--- src/rtl/string_byte_serializer_pkg.sv ---
// Shared definitions for the string byte serializer.
//   state_t : FSM states (IDLE waits for a load, SCAN drops leading NULs,
//             SEND presents one character per transfer)
//   CHAR_W  : width of one character in the packed string
//   NUL     : padding character used to left-fill packed strings
package string_byte_serializer_pkg;

    typedef enum logic [1:0] {
        ST_IDLE = 2'd0,
        ST_SCAN = 2'd1,
        ST_SEND = 2'd2
    } state_t;

    localparam int          CHAR_W = 8;
    localparam logic [7:0]  NUL    = 8'h00;

endpackage

--- src/rtl/string_byte_serializer.sv ---
// string_byte_serializer
//   Takes a right-justified, NUL-left-padded packed string and streams it out
//   one character per transfer, first (most significant) character first.
//
// Ports
//   clk        : rising-edge clock
//   reset      : asynchronous, active-high reset
//   load_valid : load_data is valid
//   load_ready : a load is accepted (high only while idle)
//   load_data  : packed string, byte [8*NCHARS-1 -: 8] is the first character
//   out_valid  : out_char is valid
//   out_ready  : sink accepts out_char
//   out_char   : current character (0 when out_valid is low)
//   out_last   : out_char is the final character of the string
//   busy       : a string is being scanned or sent
//   remaining  : characters still to send, including the one on out_char
//   done       : one-cycle pulse after a string completes (also for empty strings)
//
// Handshake: a transfer happens on a rising edge where valid and ready are
// both high. Once valid is raised, the payload stays stable and valid stays
// high until that transfer; ready may change freely.
module string_byte_serializer
    import string_byte_serializer_pkg::*;
#(
    parameter int   NCHARS        = 20,
    parameter bit   SKIP_LEAD_NUL = 1'b1,
    localparam int  CW            = $clog2(NCHARS + 1)
) (
    input  logic                   clk,
    input  logic                   reset,
    input  logic                   load_valid,
    output logic                   load_ready,
    input  logic [8*NCHARS-1:0]    load_data,
    output logic                   out_valid,
    input  logic                   out_ready,
    output logic [7:0]             out_char,
    output logic                   out_last,
    output logic                   busy,
    output logic [CW-1:0]          remaining,
    output logic                   done
);

    localparam int DW = CHAR_W * NCHARS;

    state_t              state_q, state_d;
    logic [DW-1:0]       shift_q, shift_d;
    logic [CW-1:0]       rem_q, rem_d;
    logic                out_valid_q, out_valid_d;
    logic [CHAR_W-1:0]   out_char_q, out_char_d;
    logic                out_last_q, out_last_d;
    logic                busy_q, busy_d;
    logic                done_q, done_d;
    logic                load_ready_q, load_ready_d;

    logic [CHAR_W-1:0]   top_char;
    logic [DW-1:0]       shift_next;
    logic [CW-1:0]       rem_dec;

    assign top_char   = shift_q[DW-1 -: CHAR_W];
    // Constant shift by one character: plain rewiring, the head of the
    // string always sits in the top byte.
    assign shift_next = shift_q << CHAR_W;
    // Saturating decrement keeps the counter from wrapping.
    assign rem_dec    = (rem_q != '0) ? rem_q - CW'(1) : rem_q;

    always_comb begin
        state_d  = state_q;
        shift_d  = shift_q;
        rem_d    = rem_q;
        done_d   = 1'b0;

        case (state_q)
            ST_IDLE: begin
                if (load_valid && load_ready_q) begin
                    shift_d = load_data;
                    rem_d   = CW'(NCHARS);
                    state_d = SKIP_LEAD_NUL ? ST_SCAN : ST_SEND;
                end
            end
            ST_SCAN: begin
                if (rem_q == '0) begin
                    // Whole string was padding: finish without sending.
                    state_d = ST_IDLE;
                    done_d  = 1'b1;
                end else if (top_char == NUL) begin
                    shift_d = shift_next;
                    rem_d   = rem_dec;
                end else begin
                    state_d = ST_SEND;
                end
            end
            ST_SEND: begin
                if (out_valid_q && out_ready) begin
                    shift_d = shift_next;
                    rem_d   = rem_dec;
                    if (out_last_q) begin
                        state_d = ST_IDLE;
                        done_d  = 1'b1;
                    end
                end
            end
            default: begin
                state_d = ST_IDLE;
            end
        endcase

        // Outputs are registered from the next-state view so they line up
        // with the state they describe.
        out_valid_d  = (state_d == ST_SEND);
        out_char_d   = out_valid_d ? shift_d[DW-1 -: CHAR_W] : NUL;
        out_last_d   = out_valid_d && (rem_d == CW'(1));
        busy_d       = (state_d != ST_IDLE);
        load_ready_d = (state_d == ST_IDLE);
    end

    always_ff @(posedge clk or posedge reset) begin
        if (reset) begin
            state_q      <= ST_IDLE;
            shift_q      <= '0;
            rem_q        <= '0;
            out_valid_q  <= 1'b0;
            out_char_q   <= NUL;
            out_last_q   <= 1'b0;
            busy_q       <= 1'b0;
            done_q       <= 1'b0;
            load_ready_q <= 1'b1;
        end else begin
            state_q      <= state_d;
            shift_q      <= shift_d;
            rem_q        <= rem_d;
            out_valid_q  <= out_valid_d;
            out_char_q   <= out_char_d;
            out_last_q   <= out_last_d;
            busy_q       <= busy_d;
            done_q       <= done_d;
            load_ready_q <= load_ready_d;
        end
    end

    assign load_ready = load_ready_q;
    assign out_valid  = out_valid_q;
    assign out_char   = out_char_q;
    assign out_last   = out_last_q;
    assign busy       = busy_q;
    assign remaining  = rem_q;
    assign done       = done_q;

endmodule

--- config.mk ---
export PLATFORM = sky130hd
export DESIGN_NAME = string_byte_serializer
export DESIGN_NICKNAME = d
export VERILOG_FILES = /design/src/rtl/string_byte_serializer_pkg.sv /design/src/rtl/string_byte_serializer.sv
export SDC_FILE = /design/constraint.sdc
export NUM_CORES = 1
export LEC_CHECK = 0
export ABC_AREA = 1
export CAP_MARGIN = 0
export CORE_MARGIN = 4
export CORE_UTILIZATION = 56
export DETAILED_ROUTE_END_ITERATION = 12
export GPL_TIMING_DRIVEN = 1
export PLACE_DENSITY = 0.87
export SYNTH_ARGS = -nofsm -noshare
export SYNTH_HDL_FRONTEND = slang
export SYNTH_SLANG_ARGS = --single-unit
--- constraint.sdc ---
create_clock -name clk -period 10.7 [get_ports clk]
set_input_delay 2.14 -clock clk [delete_from_list [all_inputs] [get_ports clk]]
set_output_delay 2.14 -clock clk [all_outputs]
set_load 0.03 [all_outputs]
==> results of run 1 <==
[power breakdown]
group	internal (mW)	switching (mW)	total (mW)
clock	0.347	0.268	0.615
combinational	0.411	0.809	1.22
sequential	1.01	0.195	1.20
[logic make-up (layout without fill, tap and decap cells)]
family | after synthesis | count (layout)
AND/OR/NAND/NOR | 575 | 575
adder cells (fa/ha/maj) | 5 | 5
flip-flops | 180 | 180
buffers and inverters | 103 | 255
XOR/XNOR | 1 | 1
AO/OA/AOI/OAI | 171 | 171
[Yosys cell counts (all sizes together)]
master / n / share of area (%)
a21oi: 12 / 0.74
a22o: 144 / 15
and2: 1 / 0.072
buf: 29 / 2.2
clkbuf: 39 / 1.7
clkinv: 1 / 0.043
dfrtp: 179 / 52
dfstp: 1 / 0.30
ha: 5 / 0.72
inv: 34 / 1.5
nand2: 528 / 23
nand3: 19 / 1.2
nand3b: 2 / 0.22
nand4: 1 / 0.072
nor2: 24 / 1.2
o21ai: 14 / 0.81
o22ai: 1 / 0.072
xor2: 1 / 0.10
[worst max-delay path, delay by kind of cell]
kind	cells	cell delay, ns
buf+inv	4	1.82
compound gates	1	0.19
simple gates	6	1.56
[metal layers]
layer  global-route usage, %  routed length (um)  vias up
met5                       0                   0        -
met2                    39.6               10800      266
met1                    36.1                9680     3662
li1                        -                   -     3659
met4                    7.16                 366        0
met3                    5.11                1340       28
[final timing paths]
kind                                   start           end  slack, ns  cells past startpoint
worst max-delay path               out_ready   shift_q[72]       5.27                     11
worst min-delay path            shift_q[130]  shift_q[130]       0.48                      2
worst max register to register  remaining[0]   shift_q[72]       6.61                     11
worst min register to register  shift_q[130]  shift_q[130]       0.48                      2
max in group asynchronous              reset   shift_q[56]       6.87                      3
min in group asynchronous              reset   shift_q[79]       2.30                      2
[flip-flops by register name, indices dropped and copies added (netlist names)]
| register | flops |
|---|---|
| done | 1 |
| shift_q | 160 |
| out_valid | 1 |
| load_ready | 1 |
| remaining | 5 |
| busy | 1 |
| out_char | 8 |
| state_q | 2 |
| out_last | 1 |
[cell usage in the layout (no fill, tap or decap), drive strengths merged, types with 12 or more instances in the layout]
cell / netlist / final
inv: 34 / 37
nand2: 528 / 528
o21ai: 14 / 14
clkbuf: 39 / 19
nor2: 24 / 24
clkdlybuf4s50: 0 / 181
nand3: 19 / 19
a21oi: 12 / 12
a22o: 144 / 144
dfrtp: 179 / 179
[area by class of cell]
type / instances / area, sq um
clock buffers: 19 / 433
clock inverters: 13 / 149
fillers: 1130 / 4170
inverters: 35 / 136
multi-input cells: 752 / 3710
flip-flops and latches: 180 / 4510
well taps: 188 / 235
repair buffers: 188 / 1860
[metrics by stage]
stage               area, sq um  power (mW)  hold slack (ns)  setup WS, ns
global route              11000        3.25            0.497          5.03
floorplan                  8660        2.10            0.449          3.67
CTS                       11000        3.04            0.483          5.32
global placement          10500        2.37            0.461          4.98
finish                    11000        3.04            0.480          5.27
detailed placement        10500        2.41            0.465          4.92
==> out/metrics.csv, run 1 <==
metric,value,unit
CP Launch Type,primary input,
XOR/XNOR Fraction of Synth Area,0.101,%
total track usage,25.3,%
TritonCTS Buffers,17,
Core ar.,0.0152,sq mm
post-CTS sizing,0,
period utilization,50.7,%
share of the yosys chip area belonging to registers,52.0,%
Crit Path Class,primary input to flop,
die area,0.0175,sq mm
final setup fails,0,
Post-Syn Nets,1204,
RePlAce Congestion,0.863,
Placed Cells,1343,
Pwr Density,275,mW/mm^2
Worst-Skew Late Latency,0.43,ns
GRT overflow,0,
most numerous cell on the critical path,nand2_1,
largest family of logic cells by synthesized area,simple AND/OR/NAND/NOR gates,
count of hold-fix buffers inserted at cts,0,
mux cell area share after synthesis,0,%
# IOs,182,
outcome,"finished, final reports clean",
overall via count from detail_route,7615,
mapped cell area,0.00866,sq mm
Detail Route Antenna Nets,0,
Port Buffers,181,
setup TNS,0,ns
largest net degree at the start of global routing,104,
post-CTS setup buffers,0,
Mapped Avg Cell Area,8.37,sq um
initial antenna violation count,0,
worst hold path type,flop to flop,
first-pass GRT wire length,36400,um
Yosys reg bits,180,
CP max stage delay,0.67,ns
static leakage,5.68,nW
maximum clock frequency,184,MHz
DRT iter0 DRCs,743,
CP Capture Type,flop,
Crit Path Max Fanout,69,
CP Data Required Time,11.05,ns
number of global-route vias before repair,7183,
# diodes,0,
maxcap violations,0,
Clock Skew,0.0107,ns
Clk Tree Root Cell,clkbuf_16,
actual slew at the worst max-slew pin,1.03,ns
Tmin final,5.43,ns
clk buf depth,2,
HPWL after DPL,14200,um
Gate Count Post-Synth,1035,
Peak VDD IR,0.160,mV
Die W,132,um
row count,45,
unrepaired setup endpoints after global routing,false,
Slew headroom,31.2,%
synthesis-to-finish area growth,27.4,%
CP arrival,5.78,ns
share of layout cells above drive strength 1,3.96,%
post-layout util,72.6,%
Synth Warn #,0,
H-tree depth,4,
Remaining DRCs,0,
clock slew at reported path FFs,0.07,ns
fraction of the mapped netlist area in compound gates,16.2,%
Yosys cell types,25,
"critical path, cell by cell",clkdlybuf4s50_1 -> nand2_1 -> nand2_1 -> inv_1 -> a21oi_2 -> nand3_4 -> nor2_4 -> buf_4 -> buf_4 -> nand2_1 -> nand2_1,
Layout Cells excl Fill,1375,
Final nets,1343,
slowest CP cell,buf_4,
Final Hold Vio Count,0,
via density per instance,5.54,
post-synthesis adder-cell area fraction,0.722,%
Initial Util,57.0,%
drt pass-1 iters,7,
CTS tree,yes,
clk sinks,180,
Synth Area in Simple Gates,25.6,%
"Slew Viols, Final",0,
Detailed Route WL,22200,um
die height,132,um
Avg WL per Cell,16.2,um
Note: power is estimated with default switching activity, not from simulation.
==> run 2, diff against run 1 <==
--- a/config.mk
+++ b/config.mk
@@ -8,10 +8,10 @@
 export ABC_AREA = 1
 export CAP_MARGIN = 0
 export CORE_MARGIN = 4
-export CORE_UTILIZATION = 56
+export CORE_UTILIZATION = 47
 export DETAILED_ROUTE_END_ITERATION = 12
 export GPL_TIMING_DRIVEN = 1
-export PLACE_DENSITY = 0.87
+export PLACE_DENSITY = 0.77
 export SYNTH_ARGS = -nofsm -noshare
 export SYNTH_HDL_FRONTEND = slang
 export SYNTH_SLANG_ARGS = --single-unit
==> constraint.sdc (replaced) <==
create_clock -name clk -period 4.8 [get_ports clk]
set_input_delay 0.96 -clock clk [delete_from_list [all_inputs] [get_ports clk]]
set_output_delay 0.96 -clock clk [all_outputs]
set_load 0.03 [all_outputs]
==> out/metrics.csv, run 2 (same netlist as run 1, synthesis figures left out) <==
metric,value,unit,change
Port Buffers,181,,unchanged
unrepaired setup endpoints after global routing,false,,
row count,49,,+8.9%
Logic pwr share,40.3,%,about the same
Final Hold Vio Count,0,,unchanged
HPWL after DPL,14000,um,-1.2%
overall via count from detail_route,7452,,-2.1%
Clock Skew,0.00838,ns,-0.00231 ns
DRT iter0 DRCs,578,,-22%
post-CTS setup buffers,0,,unchanged
Peak VDD IR,0.425,mV,+170%
die height,144,um,+8.6%
Initial Util,48.0,%,-8.9 points
"Slew Viols, Final",0,,unchanged
TritonCTS Buffers,17,,unchanged
CP Launch Type,primary input,,
Avg WL per Cell,15.6,um,-3.5%
# IOs,182,,unchanged
"most common cell after layout, fill and taps aside",nand2_1,,
R2R Setup Slk,2.01,ns,-4.60 ns
static leakage,5.71,nW,+0.55%
Final nets,1346,,+0.22%
die area,0.0207,sq mm,+18%
first-pass GRT wire length,35900,um,-1.2%
worst hold path type,flop to flop,,
period utilization,62.2,%,
CP Data Required Time,5.16,ns,-5.89 ns
most frequent cells in the layout,"nand2_1 (527), clkdlybuf4s50_1 (181), dfrtp_1 (179)",,
design area,0.0112,sq mm,+1.3%
via density per instance,5.25,,-5.2%
total track usage,21.6,%,-3.7 points
Critical Path Source,out_ready,,
largest net degree at the start of global routing,181,,+74%
CP arrival,3.35,ns,-2.43 ns
share of layout cells above drive strength 1,4.37,%,+0.41 points
Pwr Total,6.86,mW,+130%
Detail Route Antenna Nets,0,,unchanged
most numerous cell on the critical path,nand2_1,,
actual slew at the worst max-slew pin,0.994,ns,-0.0379 ns
drt pass-1 iters,5,,-2
clk sinks,180,,unchanged
Clk pwr share,20.7,%,+0.4 points
CP max stage delay,0.48,ns,-0.19 ns
filler instances,1580,,+40%
initial antenna violation count,1,,+1
CTS tree,yes,,
setup TNS,0,ns,unchanged
maximum clock frequency,335,MHz,
RePlAce Congestion,0.883,,+2.4%
final setup fails,0,,unchanged
clk buf depth,2,,unchanged
number of global-route vias before repair,7327,,+2.0%
synthesis-to-finish area growth,29.0,%,
internal cell power,4.00,mW,+130%
count of hold-fix buffers inserted at cts,0,,unchanged
clock slew at reported path FFs,0.07,ns,about the same
Worst-Skew Late Latency,0.43,ns,about the same
Sw Ratio,41.7,%,-0.17 points
Clk Tree Root Cell,clkbuf_16,,
Core ar.,0.0180,sq mm,+19%
Die W,144,um,+8.6%
Multi-input gate area,0.00371,sq mm,unchanged
slowest CP cell,nand3_4,,
Crit Path Max Fanout,81,,+17%
r2r startpoint,remaining[0],,
Pwr Density,614,mW/mm^2,+120%
Slew headroom,33.7,%,+2.5 points
GRT overflow,0,,unchanged
reg2reg end,shift_q[76],,
sw power,2.86,mW,+130%
Critical Path Sink,shift_q[76],,
Remaining DRCs,0,,unchanged
CP Capture Type,flop,,
WHS,0.482,ns,+0.00198 ns
Post-DP Area,0.0106,sq mm,+1.2%
Crit Path Class,primary input to flop,,
"critical path, cell by cell",clkdlybuf4s50_1 -> nand2_1 -> nand2_1 -> inv_1 -> a21oi_2 -> nand3_4 -> nor2_4 -> buf_12 -> nand2_1 -> nand2_1,,
outcome,"finished, final reports clean",,
max reg flops,160,,unchanged
R2R cell count,10,,-1
Tmin final,2.98,ns,
post-CTS sizing,0,,unchanged
H-tree depth,4,,unchanged
maxcap violations,0,,unchanged
FF/Latch Area,0.00451,sq mm,unchanged
Detailed Route WL,22200,um,-0.37%
share of power burned in registers,39.0,%,-0.6 points
largest register by flop count,shift_q,,
post-layout util,62.0,%,-11 points
-- run 2: cell count changes in the layout (fill, tap and decap cells not counted), sizes merged --
cell      delta
buf          +3
clkbuf       -2
clkinv       -2
clkinvlp     +2
inv          +2
diode        +1
-- run 2: worst max-delay path, delay by kind of cell --
family	cells	cell delay, ns
AOI/OAI and AO/OA	1	0.20
buffers and inverters	3	0.88
and+or+nand+nor	6	1.23
-- run 2: worst min path at each step --
stage	slack, ns	to	start	cells after the start
2_1_floorplan	0.45	shift_q[145]	shift_q[145]	2
3_3_place_gp	0.46	shift_q[71]	shift_q[71]	2
3_5_place_dp	0.47	shift_q[71]	shift_q[71]	2
4_1_cts	0.48	shift_q[87]	shift_q[87]	2
5_1_grt	0.50	shift_q[146]	shift_q[146]	2
6_report	0.48	shift_q[87]	shift_q[87]	2
-- run 2: cell type report --
cell class              instances  area share, %
clock buffers                  17           3.81
clock inverters                15           1.52
repair buffers                191           17.3
inverters                      35           1.21
flip-flops and latches        180           40.3
multi-input cells             752           33.2
well taps                     229           2.56
diodes                          1         0.0224
-- run 2: power by group through the flow --
stage	logic, mW	clock network (mW)	registers (mW)
2_1_floorplan	2.02	0	2.66
3_3_place_gp	2.72	0	2.68
3_5_place_dp	2.76	0	2.68
4_1_cts	2.78	1.44	2.67
5_1_grt	3.13	1.52	2.76
6_report	2.77	1.42	2.68
-- run 2: per-layer routing --
layer  track usage (%)  wire [um]
met5                 0          0
met4              6.34        239
met3              4.79       1530
met2              33.9      10600
met1              30.2       9780
-- run 2: through the flow --
| step | worst slack [ns] | instances |
|---|---|---|
| floorplan | 1.53 | 1035 |
| global placement | 1.45 | 1387 |
| detailed placement | 1.40 | 1387 |
| CTS | 1.84 | 1419 |
| global route | 1.61 | 1420 |
| finish | 1.82 | 1420 |
